`src/rtl/alu_instr_sequencer.sv`:
```
// alu_instr_sequencer: multi-cycle control sequencer for three-register ALU
// and two-register MUL/DIV instructions on the phase-1 bus datapath.
// Fetch runs T0..T2 with a memory-ready stall in T1; execute runs T3..T5
// (T6 for mul/div). Outputs are Moore, decoded from the state register and
// the ir fields only, so start and mem_ready never reach an output directly.
// Optional feature macro: ALU_SEQ_MULDIV_EN enables mul/div decode and T6.
module alu_instr_sequencer #(
    parameter int IR_WIDTH  = 32,
    parameter int REG_COUNT = 16
) (
    input  logic                 Clock,
    input  logic                 clear,
    input  logic                 start,
    input  logic                 mem_ready,
    input  logic [IR_WIDTH-1:0]  ir,
    output logic                 PCout,
    output logic                 PCin,
    output logic                 IncPC,
    output logic                 MARin,
    output logic                 Read,
    output logic                 MDRin,
    output logic                 MDRout,
    output logic                 IRin,
    output logic                 Yin,
    output logic                 Zin,
    output logic                 Zlowout,
    output logic                 Zhighout,
    output logic                 HIin,
    output logic                 LOin,
    output logic [REG_COUNT-1:0] Rout,
    output logic [REG_COUNT-1:0] Rin,
    output logic [4:0]           alu_op,
    output logic                 busy,
    output logic                 done,
    output logic                 illegal
);

    localparam int RA_W = $clog2(REG_COUNT);

    localparam logic [4:0] OP_ADD = 5'b00011;
    localparam logic [4:0] OP_OR  = 5'b01010;
`ifdef ALU_SEQ_MULDIV_EN
    localparam logic [4:0] OP_MUL = 5'b01111;
    localparam logic [4:0] OP_DIV = 5'b10000;
`endif

`ifdef ALU_SEQ_MULDIV_EN
    typedef enum logic [2:0] {IDLE, T0, T1, T2, T3, T4, T5, T6} state_e;
`else
    typedef enum logic [2:0] {IDLE, T0, T1, T2, T3, T4, T5} state_e;
`endif

    state_e state, state_nxt;

    logic [4:0]      opcode;
    logic [RA_W-1:0] ra, rb, rc;
    logic            is_alu3;
    logic            is_legal;
    logic            unused_ir;

    assign opcode = ir[IR_WIDTH-1 -: 5];
    assign ra     = ir[IR_WIDTH-6 -: RA_W];
    assign rb     = ir[IR_WIDTH-6-RA_W -: RA_W];
    assign rc     = ir[IR_WIDTH-6-2*RA_W -: RA_W];
    // Low ir bits carry no meaning for this sequencer.
    assign unused_ir = ^ir;

    // The eight three-register opcodes form one contiguous range add..or.
    assign is_alu3 = (opcode >= OP_ADD) && (opcode <= OP_OR);

`ifdef ALU_SEQ_MULDIV_EN
    logic is_muldiv;
    assign is_muldiv = (opcode == OP_MUL) || (opcode == OP_DIV);
    assign is_legal  = is_alu3 || is_muldiv;
`else
    assign is_legal  = is_alu3;
    assign HIin      = 1'b0;
    assign LOin      = 1'b0;
    assign Zhighout  = 1'b0;
`endif

    function automatic logic [REG_COUNT-1:0] onehot(input logic [RA_W-1:0] idx);
        logic [REG_COUNT-1:0] v;
        v      = '0;
        v[idx] = 1'b1;
        return v;
    endfunction

    // State register with synchronous clear.
    always_ff @(posedge Clock) begin
        if (clear) begin
            state <= IDLE;
        end else begin
            state <= state_nxt;
        end
    end

    // Next-state selection.
    always_comb begin
        state_nxt = state;
        unique case (state)
            IDLE: if (start) state_nxt = T0;
            T0:   state_nxt = T1;
            T1:   if (mem_ready) state_nxt = T2;
            T2:   state_nxt = T3;
            T3:   state_nxt = is_legal ? T4 : IDLE;
            T4:   state_nxt = T5;
`ifdef ALU_SEQ_MULDIV_EN
            T5:   state_nxt = is_muldiv ? T6 : IDLE;
            T6:   state_nxt = IDLE;
`else
            T5:   state_nxt = IDLE;
`endif
            default: state_nxt = IDLE;
        endcase
    end

    // Moore output decode from state and ir fields.
    always_comb begin
        PCout   = 1'b0;
        PCin    = 1'b0;
        IncPC   = 1'b0;
        MARin   = 1'b0;
        Read    = 1'b0;
        MDRin   = 1'b0;
        MDRout  = 1'b0;
        IRin    = 1'b0;
        Yin     = 1'b0;
        Zin     = 1'b0;
        Zlowout = 1'b0;
`ifdef ALU_SEQ_MULDIV_EN
        Zhighout = 1'b0;
        HIin     = 1'b0;
        LOin     = 1'b0;
`endif
        Rout    = '0;
        Rin     = '0;
        alu_op  = '0;
        busy    = (state != IDLE);
        done    = 1'b0;
        illegal = 1'b0;
        unique case (state)
            IDLE: ;
            T0: begin
                PCout = 1'b1;
                MARin = 1'b1;
                IncPC = 1'b1;
                Zin   = 1'b1;
            end
            T1: begin
                Zlowout = 1'b1;
                PCin    = 1'b1;
                Read    = 1'b1;
                MDRin   = 1'b1;
            end
            T2: begin
                MDRout = 1'b1;
                IRin   = 1'b1;
            end
            T3: begin
                if (is_alu3) begin
                    Rout = onehot(rb);
                    Yin  = 1'b1;
`ifdef ALU_SEQ_MULDIV_EN
                end else if (is_muldiv) begin
                    Rout = onehot(ra);
                    Yin  = 1'b1;
`endif
                end else begin
                    illegal = 1'b1;
                end
            end
            T4: begin
                Zin    = 1'b1;
                alu_op = opcode;
`ifdef ALU_SEQ_MULDIV_EN
                Rout   = is_muldiv ? onehot(rb) : onehot(rc);
`else
                Rout   = onehot(rc);
`endif
            end
            T5: begin
                Zlowout = 1'b1;
`ifdef ALU_SEQ_MULDIV_EN
                if (is_muldiv) begin
                    LOin = 1'b1;
                end else begin
                    Rin  = onehot(ra);
                    done = 1'b1;
                end
`else
                Rin  = onehot(ra);
                done = 1'b1;
`endif
            end
`ifdef ALU_SEQ_MULDIV_EN
            T6: begin
                Zhighout = 1'b1;
                HIin     = 1'b1;
                done     = 1'b1;
            end
`endif
            default: ;
        endcase
    end

endmodule
```
`config.mk`:
```
export PLATFORM = sky130hd
export DESIGN_NAME = alu_instr_sequencer
export DESIGN_NICKNAME = d
export VERILOG_FILES = /design/src/rtl/alu_instr_sequencer.sv
export SDC_FILE = /design/constraint.sdc
export NUM_CORES = 1
export LEC_CHECK = 0
export CAP_MARGIN = 10
export CELL_PAD_IN_SITES_DETAIL_PLACEMENT = 1
export CELL_PAD_IN_SITES_GLOBAL_PLACEMENT = 1
export CORE_ASPECT_RATIO = 0.9
export CORE_UTILIZATION = 16
export DETAILED_ROUTE_END_ITERATION = 8
export GPL_ROUTABILITY_DRIVEN = 0
export PLACE_DENSITY = 0.92
export RECOVER_POWER = 25
export SKIP_CTS_REPAIR_TIMING = 1
export SLEW_MARGIN = 20
export SYNTH_ARGS = -nofsm -noshare
export SYNTH_HDL_FRONTEND = slang
export SYNTH_SLANG_ARGS = --single-unit
```
`constraint.sdc`:
```
create_clock -name Clock -period 2.3 [get_ports Clock]
set_clock_uncertainty 0.1 [all_clocks]
set_input_delay 0.46 -clock Clock [delete_from_list [all_inputs] [get_ports Clock]]
set_output_delay 0.46 -clock Clock [all_outputs]
set_load 0.02 [all_outputs]
```
# --- Word-level counts from Yosys, hierarchy flattened ---
# Index checks and enable logic that the tools add are counted.
totals:
  register_bits: 3
  out_inout_bits: 54
  elab_cells: 50
op_classes:
  order_cmp: 8
  eq_ne: 8
  mux: 24
  reduce_logical: 9
op_table:
  columns: ["op", "count"]
  rows:
  - ["$mux 16", 2]
  - ["$pmux 16 s2", 1]
  - ["$pmux 3 s6", 1]
  - ["$lt 4x5->1 const B", 3]
  - ["$mux 1", 13]
  - ["$demux 1 s4", 3]
  - ["$ge 4x1->1 const B", 3]
  - ["$eq 3x3->1 const B", 3]
  - ["$mux 3", 3]
  - ["$eq 3x2->1 const B", 2]
  - ["$ge 5x2->1 const B", 1]
  - ["$le 5x4->1 const B", 1]
  - ["$mux 5", 1]
  - ["$logic_and 1x1->1", 4]
  - ["$ne 2x2->1 const B", 2]
  - ["$reduce_or 2->1", 2]
  - ["$eq 3x1->1 const B", 1]
  - ["$logic_not 3->1", 1]
  - ["$reduce_bool 3->1", 1]
  - ["$reduce_and 2->1", 1]

# --- Depth between registers and ports, before layout ---
logic_depth:
  depth_word: 6
  mapped_depth: 6

# --- Least setup slack after synthesis ---
# Ideal clock, no wire load.
synth_timing:
  kind: "input port to output port"
  from: "in ir[27]"
  to: "out Rout[1]"
  arrival_ns: 2.086
  required_time_ns: 1.740
  setup_slack_ns: -0.346
  cell_stages: 5
  path_cell_list: "a21oi_1 -> nor2b_1 -> or4_4 -> buf_6 -> o41ai_1"
synth_between:
  elab_chain_len: 4
  word_cells_on_any_way: 5
  cone_classes: "order compare: 2; mux: 2; reduce/logical: 1"
synth_lines:
  columns: ["element", "line_no", "text"]
  rows:
  - ["from (decl)", "15", "input logic [IR_WIDTH-1:0] ir,"]
  - ["$ge 5x2->1 / $le 5x4->1 (equally long branches)", "69", "assign is_alu3 = (opcode >= OP_ADD) && (opcode <= OP_OR);"]
  - ["$logic_and 1x1->1 *", "69", null]
  - ["$mux 16 *", "161", "if (is_alu3) begin"]
  - ["$pmux 16 s2 *", "142", "unique case (state)"]
  - ["to (decl)", "30", "output logic [REG_COUNT-1:0] Rout,"]
# Mark *: on every way between the ends. The rest lies on a longest branch, timed or not.

# --- Final worst setup path ---
layout_timing:
  from: "reg state[1]"
  to: "out Rout[0]"
layout_between:
  elab_chain_len: 2
  word_cells_on_any_way: 3
  cone_classes: "eq/ne: 2; mux: 1"
layout_lines:
  columns: ["element", "line_no", "text"]
  rows:
  - ["from (decl)", "53", "state_e state, state_nxt;"]
  - ["from (signal assigned)", "94", "state <= state_nxt;"]
  - ["$eq 3x3->1", "142", null]
  - ["$pmux 16 s2 *", "142", null]
# Marked as above.

==> metrics.log <==
[metrics] synthesis warning total: 0
[metrics] layout cell share with drive strength beyond 1: 0.481
[metrics] final standard cell utilization of the core: 0.465
[metrics] post-detailed-placement cell area: 1790 µm²
[metrics] Critical Path RT: 1.74 ns
[metrics] Placed Instances: 271
[metrics] IO buf count: 71
[metrics] Power per Cell Area: 213 nW/µm²
[metrics] endpoint of the worst-slack reg-to-reg timing path: state[0]
[metrics] switching power total: 159 µW
[metrics] worst setup slack for register-to-register paths: 0.65 ns
[metrics] leading cell types in the layout, fill and taps excluded: buf_4, dlymetal6s2s_1, nor2_1, clkdlybuf4s50_1, buf_6
[metrics] Avg Synthesized Cell Area: 6.51 µm²
[metrics] post-layout min period: 2.44 ns
[metrics] Num Clock Sinks: 3
[metrics] total number of vias: 1266
[metrics] deepest level of the CTS H-tree: 1
[metrics] result of the run: complete, but fails checks
[metrics] Max Slew Vio Count: 0
[metrics] library cell appearing most often on the critical path: buf_6
[metrics] TritonCTS clock tree: done
[metrics] Final WS setup: -0.144 ns
[metrics] final worst path period share: 1.06
[metrics] hold_ws: 0.364 ns
[metrics] clock network power share: 0.343
[metrics] width of the die: 75.3 µm
[metrics] largest net degree at the start of global routing: 11
[metrics] number of global-route vias before repair: 1249
[metrics] crit path kind: flop to output port
[metrics] global route overflow: 0
[metrics] number of antenna violations at the first check in global routing: 0
[metrics] share of total power in sequential cells: 0.140
[metrics] Switching Fraction: 0.353
[metrics] max reg flops: 3
[metrics] biggest registers after layout: state x3
[metrics] total power of the final layout: 449 µW
[metrics] sum of negative setup slack: -1.45 ns
[metrics] antenna fix cells: 0
[metrics] post-placement worst setup slack: -1.01 ns
[metrics] violations in the final reports: negative setup slack
[metrics] DRT iter0 DRCs: 27
[metrics] gate count of the mapped netlist: 119
[metrics] min-delay worst type: flop to flop
[metrics] Worst Hold Path Cells: 1
[metrics] RSZ-0062 raised after global routing: true
[metrics] Placement Rows: 23
[metrics] Arrival @ worst endpoint: 1.88 ns
[metrics] number of different library cells in the post-synthesis netlist: 32
[metrics] later-pin clock latency in the skew report: 0.22 ns
[metrics] Final setup viols: 15
[metrics] largest register by flop count: state
[metrics] cts bufs inserted: 3
[metrics] vias per cell: 4.55
[metrics] slowest cell on the critical path: or3b_4
[metrics] DR pass1 iterations: 4
[metrics] highest ir drop seen on vdd: 0.274 mV
[metrics] Worst setup SP type: flop
[metrics] FF-to-FF path depth: 5
[metrics] clock-pin slew on the worst setup and hold paths: 0.03 ns
[metrics] Hold Crit Endpoint: state[0]
[metrics] number of primary I/O pins: 90
[metrics] beginning of the worst hold path: state[0]
[metrics] Fill cells: 545
[metrics] count of state elements after synthesis: 3
[metrics] Layout Area Growth over Synthesis: 173%
[metrics] netlist area before placement: 774 µm²
[metrics] core region area: 4550 µm²
[metrics] first-pass GRT wire length: 5830 µm
[metrics] Largest stage delay, worst path: 0.39 ns
[metrics] number of buffer and inverter instances along the worst setup path: 2
[metrics] Int Power: 291 µW
[metrics] maximum fanout along the worst path: 4
[metrics] part of the power in combinational logic: 0.517
[metrics] commonest non-fill, non-tap cell in the layout: buf_4
[metrics] cell chosen for the clock root: clkbuf_8
[metrics] DIE AREA: 5120 µm²
[metrics] post-synthesis sequential area ratio: 0.0775
[metrics] drt drc: 0
[metrics] Largest delay share family, worst path: simple AND/OR/NAND/NOR gates
[metrics] kind of end point of the critical path: output port
[metrics] final wirelength: 4580 µm
[metrics] worst reg2reg startpoint: state[1]
[metrics] Final Instance Count excl. Fillers: 278
[metrics] Highest Clock Rate: 409 MHz
[metrics] vertical extent of the die: 68.0 µm
[metrics] drt wl/cell: 16.5 µm
[metrics] number of antenna-violating nets in the routed design: 0
[metrics] design area: 2110 µm²
[metrics] Crit. Startpoint: state[1]
[metrics] Detail Placement HPWL: 3280 µm
[metrics] number of hold violations in the final report: 0
[metrics] total track usage: 0.150
[metrics] sequence of cells on the critical path: buf_6 -> and3b_2 -> or3b_4 -> or3_4 -> o21ai_2 -> buf_6
[metrics] number of nets in the layout: 253
[metrics] leak pwr: 1.28 nW
[metrics] starting utilization of the core area: 0.170
[metrics] max-cap viol count: 0
[metrics] maximum count of clock buffers along a single path: 2
-- cell families (layout without fill, tap and decap cells) --
group | after synthesis | in the layout | share of synthesized area
AND/OR/NAND/NOR | 80 | 81 | 0.565
AO/OA/AOI/OAI | 20 | 20 | 0.210
buffers and inverters | 15 | 109 | 0.142
flip-flops | 3 | 3 | 0.0775
other | 1 | 3 | 0.00484
-- per-layer routing --
layer  vias up  part of all wire  global-route usage
met3         8             0.015             0.00884
met4         0             0.018              0.0509
li1        614                 -                   -
met2        30              0.57               0.289
met5         -                 0                   0
met1       614              0.40               0.173
-- power by group through the flow --
stage | Sequential [mW] | Combinational (mW) | Clock [mW]
finish | 0.0631 | 0.232 | 0.154
CTS | 0.0605 | 0.210 | 0.156
floorplan | 0.0613 | 0.0950 | 0
detailed placement | 0.0611 | 0.209 | 0
global route | 0.0633 | 0.247 | 0.163
global placement | 0.0606 | 0.202 | 0
-- synth_stat cells, drive strengths merged --
cell    count  share of area
or2         2          0.016
and2        6          0.048
or4         2          0.024
nand2b     10          0.081
o21ai       1         0.0065
nor2b       4          0.032
o22ai       7          0.057
nor2       20          0.097
conb        1         0.0048
a21o        1         0.0097
a211oi      1         0.0097
nand3       4          0.026
and2b       4          0.039
a21oi       2          0.013
or3b        2          0.023
and3b       1          0.011
clkbuf      2         0.0097
nand3b      4          0.039
or3         6          0.048
o41ai       3          0.034
buf        12           0.13
o32ai       5          0.081
dfxtp       3          0.078
inv         1         0.0048
nand2      10          0.048
nor3        5          0.032
-- layout make-up --
cell class	count	area, µm²	share of cell area
multi-input combinational	104	881	0.417
clock buffer	4	45.0	0.0213
inverter	1	8.76	0.00415
sequential	3	67.6	0.0320
tap	62	77.6	0.0367
timing repair buffer	104	1030	0.489
-- worst max-delay path by stage --
stage / to / slack, ns / depth (start not counted)
2_1_floorplan: Rout[10] / -0.19 / 5
3_3_place_gp: Rout[15] / -0.97 / 6
3_5_place_dp: Rout[3] / -1.01 / 6
4_1_cts: Rout[3] / -1.01 / 6
5_1_grt: Rout[11] / -0.17 / 4
6_report: Rout[0] / -0.14 / 6
-- worst reg2reg max path: stages (launching register included) --
cell and delay [ns]:
dfxtp_4 0.35, buf_6 0.12, buf_4 0.14, nand2b_1 0.13, or4_1 0.53, a211oi_1 0.20
No activity file was read; power rests on OpenSTA's default activity.
==> RTL change (config.mk and constraints unchanged) <==
Re-encode `state_e` (7 states) as Gray code, 3 bits wide.
--- a/src/rtl/alu_instr_sequencer.sv
+++ b/src/rtl/alu_instr_sequencer.sv
@@ -47,7 +47,7 @@
 `ifdef ALU_SEQ_MULDIV_EN
     typedef enum logic [2:0] {IDLE, T0, T1, T2, T3, T4, T5, T6} state_e;
 `else
-    typedef enum logic [2:0] {IDLE, T0, T1, T2, T3, T4, T5} state_e;
+    typedef enum logic [2:0] {IDLE = 3'b000, T0 = 3'b001, T1 = 3'b011, T2 = 3'b010, T3 = 3'b110, T4 = 3'b111, T5 = 3'b101} state_e;
 `endif
 
     state_e state, state_nxt;
Function: no difference found for any inputs over 10 cycles, from zero or initial values; not proved beyond that.
==> RTL change against the original RTL <==
First-iteration DRC count is 7.4% lower; wire length is 10% lower; global-route usage shrank 2.5 points; clock power about the same; power is 5.4% higher; core utilization shrank 6.1 points; sequential cell count did not move; register-to-register slack better by 0.35 ns; cell area decreased by 7.1%; count of clock-buffer cells in the layout did not move; worst hold slack better by 0.16 ns; area after synthesis rose by 5.2%; setup slack gained 0.15 ns; critical endpoint is now Rout[4]; largest cell class unchanged; largest power group unchanged.
==> RTL change: results (changes against the original RTL) <==
[global_route]
grt_pass1_wl_mm=5.409  ; -7.2%
met3_usage_pct=1.974  ; +1.1 points
grt_max_degree=18  ; +7
met2_usage_pct=22.52  ; -6.4 points
met1_usage_pct=13.59  ; -3.7 points

[route]
dr_wl_met2_mm=2.176  ; -17%
routed_wl_mm=4.101  ; -10%
m1WireLength_mm=1.529  ; -16%
dr_wl_met3_um=269  ; +290%
viasPerCell=4.500  ; -1.2%
drt_iter0_drc=25  ; -7.4%

[place]
io_buffers=71  ; unchanged
place_ws_ns=-0.7357  ; +0.2710 ns
dp_hpwl_mm=2.947  ; -10%
dp_cells=287  ; +5.9%

[status]
status=complete, no violations

[cells_and_area]
inverters_excl_clock=5  ; +4
nets=266  ; +5.1%
multi_input_comb_area_um2=765.7  ; -13%
fillCellCount=612  ; +12%
drive_above_1_share_pct=35.37  ; -13 points
fin_cells=294  ; +5.8%
sh_seq_area_pct=3.125  ; -0.074 points
syn2layout_area_growth_pct=140.9
nMultiInputCombCells=116  ; +12%
nonClockBufferCount=101  ; -2.9%

[critical_path]
cp_slowest_cell=clkdlybuf4s50_1
endpoint=Rout[4]
cp_top_family=buffers and inverters
reg2regPathDepth=4  ; -1
worstReg2RegStart=state[2]
crit_start=ir[17]
max_stage_delay_ns=0.54  ; +0.15 ns

[floorplan]
taps=65  ; +4.8%

[logic_synthesis]
synth_cell_types=34  ; +6.3%
netlist_top_cells_area=buf_4, nand2_1, nor2_1
syn_inst=135  ; +13%
synth_commonest_cells=nand2_1, nor2_1, buf_4

[timing]
setup_ws_ns=0.007691  ; +0.1519 ns

[power]
ir_drop_uv=134.5  ; -51%

[cts]
clockRootBuffer=clkbuf_8
clk_pin_slew_worst_paths_ns=0.03  ; about the same

[RTL change: cell families after synthesis]
kind of cell,Yosys count,share of synthesized area [%]
AO/OA/AOI/OAI,23,17.82
other,1,0.4604
buffers and inverters,18,14.44
AND/OR/NAND/NOR,89,57.91
XOR/XNOR,1,1.997
flip-flops,3,7.374
[RTL change: worst min-delay path by stage]
| stage | start | end | slack (ns) | cells past startpoint |
|---|---|---|---|---|
| after global placement | state[0] | state[1] | 0.54 | 3 |
| after floorplan | clear | state[1] | 0.43 | 1 |
| after global routing | state[0] | state[1] | 0.56 | 3 |
| after CTS | state[0] | state[1] | 0.60 | 3 |
| final | state[0] | state[1] | 0.52 | 3 |
| after detailed placement | state[0] | state[1] | 0.58 | 3 |
[RTL change: report_power, final]
group	total, mW	switching, mW	internal (mW)
Clock	0.154	0.0359	0.118
Combinational	0.253	0.123	0.130
Sequential	0.0661	0.00797	0.0581
Total	0.474	0.167	0.307
